==> config.mk <==
export PLATFORM = sky130hd
export DESIGN_NAME = sn_req_responder
export DESIGN_NICKNAME = d
export VERILOG_FILES = /design/src/rtl/sn_req_responder.sv
export SDC_FILE = /design/constraint.sdc
export NUM_CORES = 1
export LEC_CHECK = 0
export CAP_MARGIN = 20
export CORE_UTILIZATION = 50
export CTS_BUF_LIST = sky130_fd_sc_hd__clkbuf_2 sky130_fd_sc_hd__clkbuf_4 sky130_fd_sc_hd__clkbuf_8
export CTS_CLUSTER_SIZE = 20
export DETAILED_ROUTE_END_ITERATION = 8
export PLACE_DENSITY = 0.7
export REMOVE_ABC_BUFFERS = 1
export SKIP_LAST_GASP = 1
export SYNTH_ARGS = -nofsm -noshare
export SYNTH_HDL_FRONTEND = slang
export SYNTH_SLANG_ARGS = --single-unit
==> constraint.sdc <==
create_clock -name clk -period 10.87 [get_ports clk]
set_input_delay 2.174 -clock clk [delete_from_list [all_inputs] [get_ports clk]]
set_output_delay 2.174 -clock clk [all_outputs]
set_load 0.02 [all_outputs]
==> src/rtl/sn_req_responder.sv <==
// Subordinate-node request responder: credit-based request intake FIFO,
// serialized memory access, one credit-gated data flit per request.
module sn_req_responder #(
  parameter int ADDR_W        = 4,
  parameter int DATA_W        = 32,
  parameter int ID_W          = 4,
  parameter int REQ_DEPTH     = 4,
  parameter int MAX_DATA_CRED = 4
) (
  input  logic                         clk,
  input  logic                         reset,
  output logic                         pre_rx_req,
  input  logic                         v_rx_req,
  input  logic [ID_W+ADDR_W+DATA_W:0]  rx_req,
  input  logic                         pre_tx_data,
  output logic                         v_tx_data,
  output logic [ID_W+DATA_W-1:0]       tx_data,
  output logic                         err
);

  localparam int REQ_W  = 1 + ID_W + ADDR_W + DATA_W;
  localparam int PTR_W  = $clog2(REQ_DEPTH);
  localparam int CNT_W  = PTR_W + 1;
  localparam int CRED_W = $clog2(MAX_DATA_CRED + 1);
  localparam int MEM_D  = 1 << ADDR_W;

  typedef enum logic [1:0] {
    S_INIT,
    S_IDLE,
    S_ACCESS,
    S_SEND
  } state_t;

  state_t r_state;
  state_t w_next;

  logic [REQ_W-1:0]  r_fifo [REQ_DEPTH];
  logic [PTR_W-1:0]  r_wptr;
  logic [PTR_W-1:0]  r_rptr;
  logic [CNT_W-1:0]  r_count;
  logic [PTR_W-1:0]  r_init_cnt;
  logic [CRED_W-1:0] r_cred;
  logic [DATA_W-1:0] r_mem [MEM_D];

  logic              r_op;
  logic [ID_W-1:0]   r_id;
  logic [ADDR_W-1:0] r_addr;
  logic [DATA_W-1:0] r_wdata;
  logic [DATA_W-1:0] r_payload;
  logic              r_pre;
  logic              r_v;
  logic              r_err;

  logic              w_empty;
  logic              w_full;
  logic              w_pop;
  logic              w_push;
  logic              w_drop;
  logic              w_send;
  logic              w_cred_ovf;
  logic [REQ_W-1:0]  w_head;

  assign w_empty = (r_count == '0);
  assign w_full  = (r_count == CNT_W'(REQ_DEPTH));
  assign w_pop   = (r_state == S_IDLE) && !w_empty;
  // A full FIFO still accepts when the head leaves in the same cycle.
  assign w_push  = v_rx_req && (!w_full || w_pop);
  assign w_drop  = v_rx_req && w_full && !w_pop;
  assign w_head  = r_fifo[r_rptr];

  assign w_send     = (r_state == S_SEND) && (r_cred != '0);
  assign w_cred_ovf = pre_tx_data && !w_send &&
                      (r_cred == CRED_W'(MAX_DATA_CRED));

  always_comb begin
    w_next = r_state;
    unique case (r_state)
      S_INIT: begin
        if (r_init_cnt == PTR_W'(REQ_DEPTH - 1))
          w_next = S_IDLE;
      end
      S_IDLE: begin
        if (!w_empty)
          w_next = S_ACCESS;
      end
      S_ACCESS: w_next = S_SEND;
      S_SEND: begin
        if (w_send)
          w_next = S_IDLE;
      end
      default: w_next = S_INIT;
    endcase
  end

  always_ff @(posedge clk or negedge reset) begin
    if (!reset) begin
      r_state    <= S_INIT;
      r_init_cnt <= '0;
    end else begin
      r_state <= w_next;
      if (r_state == S_INIT)
        r_init_cnt <= r_init_cnt + PTR_W'(1);
    end
  end

  always_ff @(posedge clk) begin
    if (w_push)
      r_fifo[r_wptr] <= rx_req;
  end

  always_ff @(posedge clk or negedge reset) begin
    if (!reset) begin
      r_wptr  <= '0;
      r_rptr  <= '0;
      r_count <= '0;
    end else begin
      if (w_push)
        r_wptr <= r_wptr + PTR_W'(1);
      if (w_pop)
        r_rptr <= r_rptr + PTR_W'(1);
      if (w_push && !w_pop)
        r_count <= r_count + CNT_W'(1);
      else if (!w_push && w_pop)
        r_count <= r_count - CNT_W'(1);
    end
  end

  always_ff @(posedge clk or negedge reset) begin
    if (!reset) begin
      r_op    <= 1'b0;
      r_id    <= '0;
      r_addr  <= '0;
      r_wdata <= '0;
    end else if (w_pop) begin
      r_op    <= w_head[REQ_W-1];
      r_id    <= w_head[ID_W+ADDR_W+DATA_W-1 -: ID_W];
      r_addr  <= w_head[ADDR_W+DATA_W-1 -: ADDR_W];
      r_wdata <= w_head[DATA_W-1:0];
    end
  end

  always_ff @(posedge clk) begin
    if (r_state == S_ACCESS && r_op)
      r_mem[r_addr] <= r_wdata;
  end

  always_ff @(posedge clk or negedge reset) begin
    if (!reset) begin
      r_payload <= '0;
    end else if (r_state == S_ACCESS) begin
      r_payload <= r_op ? r_wdata : r_mem[r_addr];
    end
  end

  always_ff @(posedge clk or negedge reset) begin
    if (!reset) begin
      r_cred <= '0;
    end else if (pre_tx_data && !w_send) begin
      if (!w_cred_ovf)
        r_cred <= r_cred + CRED_W'(1);
    end else if (!pre_tx_data && w_send) begin
      r_cred <= r_cred - CRED_W'(1);
    end
  end

  // ACCESS always follows exactly one pop, so it doubles as the return strobe.
  always_ff @(posedge clk or negedge reset) begin
    if (!reset) begin
      r_pre <= 1'b0;
      r_v   <= 1'b0;
      r_err <= 1'b0;
    end else begin
      r_pre <= (r_state == S_INIT) || (r_state == S_ACCESS);
      r_v   <= w_send;
      r_err <= r_err | w_drop | w_cred_ovf;
    end
  end

  assign pre_rx_req = r_pre;
  assign v_tx_data  = r_v;
  assign tx_data    = {r_id, r_payload};
  assign err        = r_err;

endmodule
==> flow_metrics.env <==
export IMPL_final_cell_mix="edfxtp_1 (676), mux2i_1 (193), clkbuf_8 (125)"
export IMPL_worstPathMaxFanout=2
export IMPL_crit_buf_inv=1
export IMPL_maxSlewHeadroom_pct=24.97
export IMPL_grt_use_total_pct=20.30
export IMPL_drv_cap=0
export IMPL_timing_critical_path_cells="clkdlybuf4s50_1"
export IMPL_clockRootBuffer="clkbuf_8"
export IMPL_fin_worst_skew_ns=0.04772
export IMPL_wl_met3_um=3511
export IMPL_antenna_found_initial=1
export IMPL_highest_layer="met4"
export IMPL_final_common_cell="edfxtp_1"
export IMPL_first_pass_iters=5
export IMPL_synth_warnings=0
export IMPL_clock_latency_ns=0.73
export IMPL_drc=0
export IMPL_pwr_share_clk_pct=25.3
export IMPL_rsz0062_at_grt="no"
export IMPL_overflow=0
export IMPL_finalCritPeriodShare_pct=36.57
export IMPL_cts_made_buffers=114
export IMPL_synth_edf_count=676
export IMPL_critical_path_top_delay_family="buffers and inverters"
export IMPL_place_area_um2=30940
export IMPL_post_cts_setup_buffers=0
export IMPL_critPathCaptureType="output pin"
export IMPL_ys_seq_area_share_pct=76.85
export IMPL_vias_per_cell=5.788
export IMPL_p_comb_share_pct=26.1
export IMPL_row_count=88
export IMPL_cts_resized=0
export IMPL_arrival_ns=1.80
export IMPL_port_buffers=83
export IMPL_die_w_um=244.3
export IMPL_slowest_delay_ns=0.64
export IMPL_core_um2=57810
export IMPL_grt_pass1_vias=15000
export IMPL_path_clk_slew_ns=0.06
export IMPL_vdd_drop_max_mv=0.1659
export IMPL_die_area_um2=59660
export IMPL_wl_per_cell_um=23.74
export IMPL_ys_flop_type="edfxtp_1"
export IMPL_dpl_hpwl_um=33760
export IMPL_power_density_nw_per_um2=272.1
export IMPL_outcome="finished, final reports clean"
export IMPL_setup_viol=0
export IMPL_cts_buffer_depth=3
export IMPL_pwr_share_seq_pct=48.6
export IMPL_routed_wirelength_um=59910
export IMPL_synthCells=1511
export IMPL_p_sw_share_pct=31.53
export IMPL_final_cell_count_no_fill=2524
export IMPL_power_switching_mw=2.868
export IMPL_finalWeightedCongestion=0.7792
export IMPL_report_final_slew_viol_count=0
export IMPL_yosysUniqueCellTypes=45
export IMPL_htree_levels=3
export IMPL_fin_crit_ns=3.975
export IMPL_hp_class="reg2reg"
export IMPL_async_flop_share_pct=11.75
export IMPL_holdWs_ns=0.4765
export IMPL_wl_met2_um=30140
export IMPL_syn_to_final_growth_pct=13.90
export IMPL_leakagePower_nw=11.35
export IMPL_ios=84
export IMPL_tightest_slew_ns=1.125
export IMPL_synth_seq_cells=766
export IMPL_finalHoldViolations=0
export IMPL_drtIter0Drc=1243
export IMPL_layout_drive_gt1_share_pct=22.65
export IMPL_avgSynthCellArea_um2=19.42
export IMPL_power_internal_mw=6.227
export IMPL_cts_tree="built"
export IMPL_grt_max_degree=74
export IMPL_critical_path_required_ns=8.70
export IMPL_die_h_um=244.3
export IMPL_grt_pass1_wl_um=90220
export IMPL_worstSetupPathType="reg2out"
export IMPL_place_inst=2301
export IMPL_vias=14610
export IMPL_startpoint_type="flip-flop"
export IMPL_slowest_stage="clkdlybuf4s50_1"
export IMPL_wl_met1_um=25050
export IMPL_mappedNetlistArea_um2=29340
export IMPL_finalInstanceArea_um2=33420
export IMPL_ant_nets=0
export IMPL_initial_core_util_pct=50.76
export IMPL_nets=1717
export IMPL_max_freq_mhz=251.6
export IMPL_cts_sinks=766
export IMPL_hold_buffers=0
==> Yosys cell counts (6+ instances only) <==
master	n	area, um^2
mux2i_1	193	1932
buf_6	12	135.1
ha_1	10	125.1
nor2b_1	6	37.54
clkbuf_1	35	131.4
inv_1	6	22.52
mux2_2	63	709.4
a21oi_1	44	220.2
a2bb2oi_1	10	87.58
buf_2	21	105.1
o211ai_1	32	240.2
a22oi_1	22	165.2
o22ai_1	96	600.6
dfrtp_1	90	2252
mux4_2	63	1419
edfxtp_1	676	20300
nor3_1	32	160.2
nand2b_1	7	43.79
buf_4	14	105.1
nand2_1	7	26.28
a211oi_1	10	75.07
nor2_1	11	41.29
==> power by group through the flow <==
stage	combinational, mW	sequential [mW]	clock (mW)
global placement	2.31	4.44	0
CTS	2.36	4.42	2.34
detailed placement	2.35	4.48	0
global route	2.55	4.48	2.47
floorplan	1.61	4.53	0
finish	2.37	4.42	2.30
==> cell type report <==
cell class / instances / area (um^2)
clock inverters: 28 / 138.9
inverters: 6 / 22.52
multi-input cells: 649 / 6331
clock buffers: 185 / 2171
diodes: 2 / 5.005
flip-flops and latches: 766 / 22560
well taps: 765 / 957.2
fillers: 4201 / 24380
repair buffers: 123 / 1237
==> metrics by stage <==
stage	power [mW]	setup WS [ns]	util (%)	TNS (ns)
final	9.095	6.895	57.82	0
after global routing	9.497	6.838	57.82	0
after CTS	9.126	6.665	57.52	0
after detailed placement	6.837	6.291	53.52	0
after global placement	6.743	6.366	53.52	0
after floorplan	6.145	-1.236	-	-80.62
==> worst paths after layout <==
kind                       slack, ns                 startpoint  cells after the start                   endpoint
max                             6.90  r_payload[14]$_DFFE_PN0P_                      1                tx_data[14]
min                             0.48  r_init_cnt[0]$_DFFE_PN0P_                      1  r_init_cnt[0]$_DFFE_PN0P_
max reg2reg                     7.11      r_addr[1]$_DFFE_PN0N_                      5     r_mem[10][1]$_DFFE_PP_
min reg2reg                     0.48  r_init_cnt[0]$_DFFE_PN0P_                      1  r_init_cnt[0]$_DFFE_PN0P_
max in group asynchronous       8.07                      reset                      2      r_addr[1]$_DFFE_PN0N_
min in group asynchronous       1.50                      reset                      1        r_id[2]$_DFFE_PN0N_
==> per-layer routing <==
layer | global-route usage [%] | up-vias
met1 | 26.99 | 7556
met4 | 6.893 | 0
li1 | - | 6472
met2 | 34.09 | 497
met5 | 0 | -
met3 | 3.402 | 84
==> cell families (layout without fill, tap and decap cells) <==
logic type               after synthesis  count (layout)  share of synthesized area (%)
flip-flops                           766             766                          76.85
multiplexers                         319             319                          13.84
AO/OA/AOI/OAI                        225             225                          4.984
buffers and inverters                 96             342                          1.957
AND/OR/NAND/NOR                       84              84                          1.539
adder cells (fa/ha/maj)               12              12                         0.5628
XOR/XNOR                               9               9                         0.2686
other                                  0               2                              0
==> state kept, by name (all words and copies together) (netlist names), 3 cells and up <==
signal and count:
r_wdata 32, r_id 4, r_fifo 164, r_payload 32, r_count 3, r_addr 4
r_cred 3, r_mem 512
No activity file was read; power rests on OpenSTA's default activity.
